$ cat config.mk
export PLATFORM = sky130hd
export DESIGN_NAME = level_ctrl
export DESIGN_NICKNAME = d
export VERILOG_FILES = /design/src/rtl/level_ctrl.sv
export SDC_FILE = /design/constraint.sdc
export NUM_CORES = 1
export LEC_CHECK = 0
export CORE_UTILIZATION = 57
export CTS_BUF_LIST = sky130_fd_sc_hd__clkbuf_8
export CTS_CLUSTER_SIZE = 20
export DETAILED_ROUTE_END_ITERATION = 8
export DONT_BUFFER_PORTS = 1
export PLACE_DENSITY = 0.74
export RECOVER_POWER = 50
export SYNTH_ARGS = -nofsm -noshare
export SYNTH_HDL_FRONTEND = slang
export SYNTH_SLANG_ARGS = --single-unit
$ cat constraint.sdc
create_clock -name clk -period 1.8 [get_ports clk]
set_input_delay 0.36 -clock clk [delete_from_list [all_inputs] [get_ports clk]]
set_output_delay 0.36 -clock clk [all_outputs]
set_load 0.05 [all_outputs]
$ cat src/rtl/level_ctrl.sv
// Game-progress controller: start-screen handshake, per-frame level transitions with holdoff.
// Optional debug skip input is enabled by defining LEVEL_DEBUG_EN.
module level_ctrl #(
   parameter int TOP_THRESH     = 4,
   parameter int BOT_THRESH     = 760,
   parameter int MAX_LEVEL      = 3,
   parameter int HOLDOFF_FRAMES = 8
) (
   input  logic        clk,
   input  logic        rst,
   input  logic        vsync_in,
   input  logic        start_btn,
`ifdef LEVEL_DEBUG_EN
   input  logic        dbg_skip,
`endif
   input  logic [11:0] y_value,
   output logic [1:0]  level,
   output logic        game_started,
   output logic        wrap_top,
   output logic        wrap_bottom,
   output logic        frame_tick
);

   localparam int CW = (HOLDOFF_FRAMES > 0) ? $clog2(HOLDOFF_FRAMES + 1) : 1;
   localparam logic [1:0]    MAXL    = 2'(MAX_LEVEL);
   localparam logic [11:0]   TOP     = 12'(TOP_THRESH);
   localparam logic [11:0]   BOT     = 12'(BOT_THRESH);
   localparam logic [CW-1:0] HOLD_LD = CW'(HOLDOFF_FRAMES);

   typedef enum logic [1:0] {IDLE, ARMED, PLAY, HOLD} state_t;

   state_t        state, state_n;
   logic [CW-1:0] cnt, cnt_n;
   logic [1:0]    level_n;
   logic          started_n, wt_n, wb_n;
   logic          vsync_q;
   logic          tick;

   assign tick = vsync_in & ~vsync_q;

`ifdef LEVEL_DEBUG_EN
   logic dbg_q;
   logic skip_rise;
   assign skip_rise = dbg_skip & ~dbg_q;
   always_ff @(posedge clk) begin
      if (rst) dbg_q <= 1'b0;
      else     dbg_q <= dbg_skip;
   end
`endif

   always_ff @(posedge clk) begin
      if (rst) begin
         state        <= IDLE;
         cnt          <= '0;
         vsync_q      <= 1'b0;
         frame_tick   <= 1'b0;
         level        <= '0;
         game_started <= 1'b0;
         wrap_top     <= 1'b0;
         wrap_bottom  <= 1'b0;
      end else begin
         state        <= state_n;
         cnt          <= cnt_n;
         vsync_q      <= vsync_in;
         frame_tick   <= tick;
         level        <= level_n;
         game_started <= started_n;
         wrap_top     <= wt_n;
         wrap_bottom  <= wb_n;
      end
   end

   always_comb begin
      state_n   = state;
      cnt_n     = cnt;
      level_n   = level;
      started_n = game_started;
      wt_n      = 1'b0;
      wb_n      = 1'b0;
      case (state)
         IDLE:  if (start_btn) state_n = ARMED;
         // Wait for release so the start press cannot also trigger a jump.
         ARMED: if (!start_btn) begin
            state_n   = PLAY;
            started_n = 1'b1;
         end
         PLAY: if (tick) begin
            if (y_value < TOP && level < MAXL) begin
               level_n = level + 2'd1;
               wt_n    = 1'b1;
               cnt_n   = HOLD_LD;
               state_n = HOLD;
            end else if (y_value > BOT && level != 2'd0) begin
               level_n = level - 2'd1;
               wb_n    = 1'b1;
               cnt_n   = HOLD_LD;
               state_n = HOLD;
            end
         end
         HOLD: if (tick) begin
            // A zero count also exits, so HOLDOFF_FRAMES=0 still skips one frame.
            if (cnt <= CW'(1)) state_n = PLAY;
            if (cnt != '0)     cnt_n   = cnt - CW'(1);
         end
         default: state_n = IDLE;
      endcase
`ifdef LEVEL_DEBUG_EN
      if (skip_rise) begin
         if (state == IDLE || state == ARMED) begin
            state_n   = PLAY;
            started_n = 1'b1;
         end else if (level < MAXL) begin
            level_n = level + 2'd1;
            wt_n    = 1'b1;
            wb_n    = 1'b0;
         end
      end
`endif
   end

endmodule

==> flow_metrics.tcl <==
set metrics [dict create \
    hold_buffers 0 \
    worst_r2r_endpoint "cnt[3]" \
    avgSynthCellArea_sq_um 8.93 \
    grt_pass1_vias 597 \
    finalSetupViolCount 0 \
    grt_max_degree 17 \
    path_clk_slew_ns 0.05 \
    grt_pass1_wl_microns 2590 \
    drcViolationCount 0 \
    core.rowCount 13 \
    p_leak_uw 0.000328 \
    synth_flop_cell "dfxtp_1" \
    boundaryPins 22 \
    fin_crit_sh 0.912 \
    hpwl_microns 1210 \
    cp_max_fo 4 \
    min_path_type "primary input to register" \
    fmax_mhz 609 \
    critPathCaptureType "register" \
    post_cts_buffers 0 \
    tritoncts "yes" \
    drt_iter0_drc 6 \
    critPathArrivalTime_ns 1.81 \
    reg2regPathDepth 5 \
    synth_edf_count 0 \
    post_drt_via_cell_ratio 6.10 \
    die_y_microns 39.1 \
    ir_worst_vdd_v 0.000433 \
    final_cells 110 \
    start_util 0.611 \
    wl_per_cell_microns 14.0 \
    dieArea_sq_um 1530 \
    dpl_worst_slack_ns -0.0534 \
    crit_path_end "cnt[3]" \
    yosys_warnings 0 \
    rsz0062_at_grt "no" \
    syn_nets 107 \
    drv_slew 0 \
    die_w_microns 39.1 \
    synth_cells 88 \
    setup_ws_ns 0.158 \
    grt_overflow_total 0 \
    cts-root-buf "clkbuf_8" \
    power_uw 806 \
    slew_headroom 0.666 \
    core_area_sq_um 1280 \
    numPortBuffers 0 \
    place_congestion 0.713 \
    netlist_area_sq_um 786 \
    drv_cap 0 \
    cts_resized 0 \
    cts_max_level 1 \
    antenna_cells 0 \
    start_kind "register" \
    num-fill-cells 105 \
    vias 671 \
    worst_slew_pin_slew_ns 0.500 \
    clock-sinks 13 \
    fin_nets 115 \
    clk_path_buf_depth 2 \
    drt-total-wl_microns 1540 \
    syn_to_final_growth_pct 14.0 \
    cts_inserted_buffers 3 \
    critPathLaunch "cnt[0]" \
    drive_gt1_frac 0.232 \
    utilization 0.697 \
    ys_ff_latch 13 \
    fin_setup_tns_ns 0 \
    dp.cells 106 \
    cp.required_ns 1.97 \
    insertion_delay_ns 0.24 \
    firstDrtPassIters 4 \
    outcome "completed" \
    rrSetupSlack_ns 0.16 \
    synth_seq_area_share 0.331 \
    p_per_area_nw_per_um2 900 \
    hold_violations 0 \
    final_antenna_net_count 0 \
    antenna_found_initial 0 \
    fin_skew_ns 0.00507 \
    ys_types 41 \
    period_minus_slack_ns 1.64 \
    grtUsageTotal 0.248 \
    synth-async-reset-ratio 0 \
    r2r-start "cnt[0]" \
    crit_type "register to register" \
]
-- worst min path at each step --
stage	cells past startpoint	to	slack, ns	startpoint
global route	1	level[1]	0.17	rst
detailed placement	1	level[0]	0.43	rst
CTS	1	level[1]	0.18	rst
global placement	1	level[1]	0.43	rst
floorplan	2	cnt[3]	0.46	cnt[3]
finish	1	level[1]	0.18	rst
-- cells in the mapped netlist (3+ instances only) --
| library cell | n | area share |
|---|---|---|
| dfxtp_1 | 13 | 0.33 |
| nor2_1 | 8 | 0.038 |
| nor3_1 | 5 | 0.032 |
| inv_1 | 4 | 0.019 |
| o21ai_0 | 4 | 0.025 |
| a21oi_1 | 3 | 0.019 |
| a31oi_1 | 3 | 0.024 |
| clkbuf_1 | 3 | 0.014 |
| ha_1 | 3 | 0.048 |
| nand2_1 | 3 | 0.014 |
-- state kept, by name, summed over array words and instances, names as in the netlist --
signal and cells:
level 2, wrap_top 1, vsync_q 1, cnt 4
frame_tick 1, game_started 1, state 2, wrap_bottom 1
-- kinds of logic (layout without fill, tap and decap cells) --
group                      Yosys count  after routing  synth area share
AOI/OAI and AO/OA                   23             23             0.225
muxes                                2              2            0.0318
xor gates and xnor gates             2              2            0.0223
buffers and inverters                8             15            0.0382
DFF                                 13             13             0.331
and+or+nand+nor                     36             36             0.291
adders and majority gates            4              4            0.0605
-- worst max-delay path: stages, from the launching register on --
cell and delay, ns:
dfxtp_1 0.38, inv_1 0.09, ha_1 0.20, a31oi_1 0.35, a21boi_2 0.35, mux2i_1 0.20
-- report_power, final --
| part | switching [uW] | internal [uW] |
|---|---|---|
| registers | 62.3 | 316 |
| logic | 85.1 | 93.8 |
| clock network | 98.5 | 150 |
-- routing by layer --
layer | vias to the layer above | share of wire | global-route usage
met5 | - | 0 | 0
met3 | 2 | 0.031 | 0.0578
met2 | 15 | 0.50 | 0.413
met1 | 309 | 0.46 | 0.313
li1 | 345 | - | -
met4 | 0 | 0.014 | 0.0776
-- cells in the final DEF, fill, tap and decap left out, types with 3 or more instances in the layout --
cell	instances
dfxtp_1	13
nor2_1	8
inv_1	5
nor3_1	5
buf_4	5
o21ai_0	4
a31oi_1	3
nand2_1	3
ha_1	3
clkbuf_8	3
-- final cells by class --
type | instances | area (sq um) | share of cell area
multi-input combinational | 67 | 510 | 0.570
inverter | 5 | 18.8 | 0.0209
timing repair buffer | 6 | 42.5 | 0.0475
clock inverter | 1 | 3.75 | 0.00419
sequential | 13 | 260 | 0.291
clock buffer | 3 | 41.3 | 0.0461
tap | 15 | 18.8 | 0.0209
-- per-stage QoR --
step,area (sq um),hold slack [ns]
final,896,0.184
after global placement,853,0.432
after detailed placement,853,0.435
after CTS,898,0.179
after global routing,896,0.173
after floorplan,801,0.460
Power figures use the tool's default switching activity.
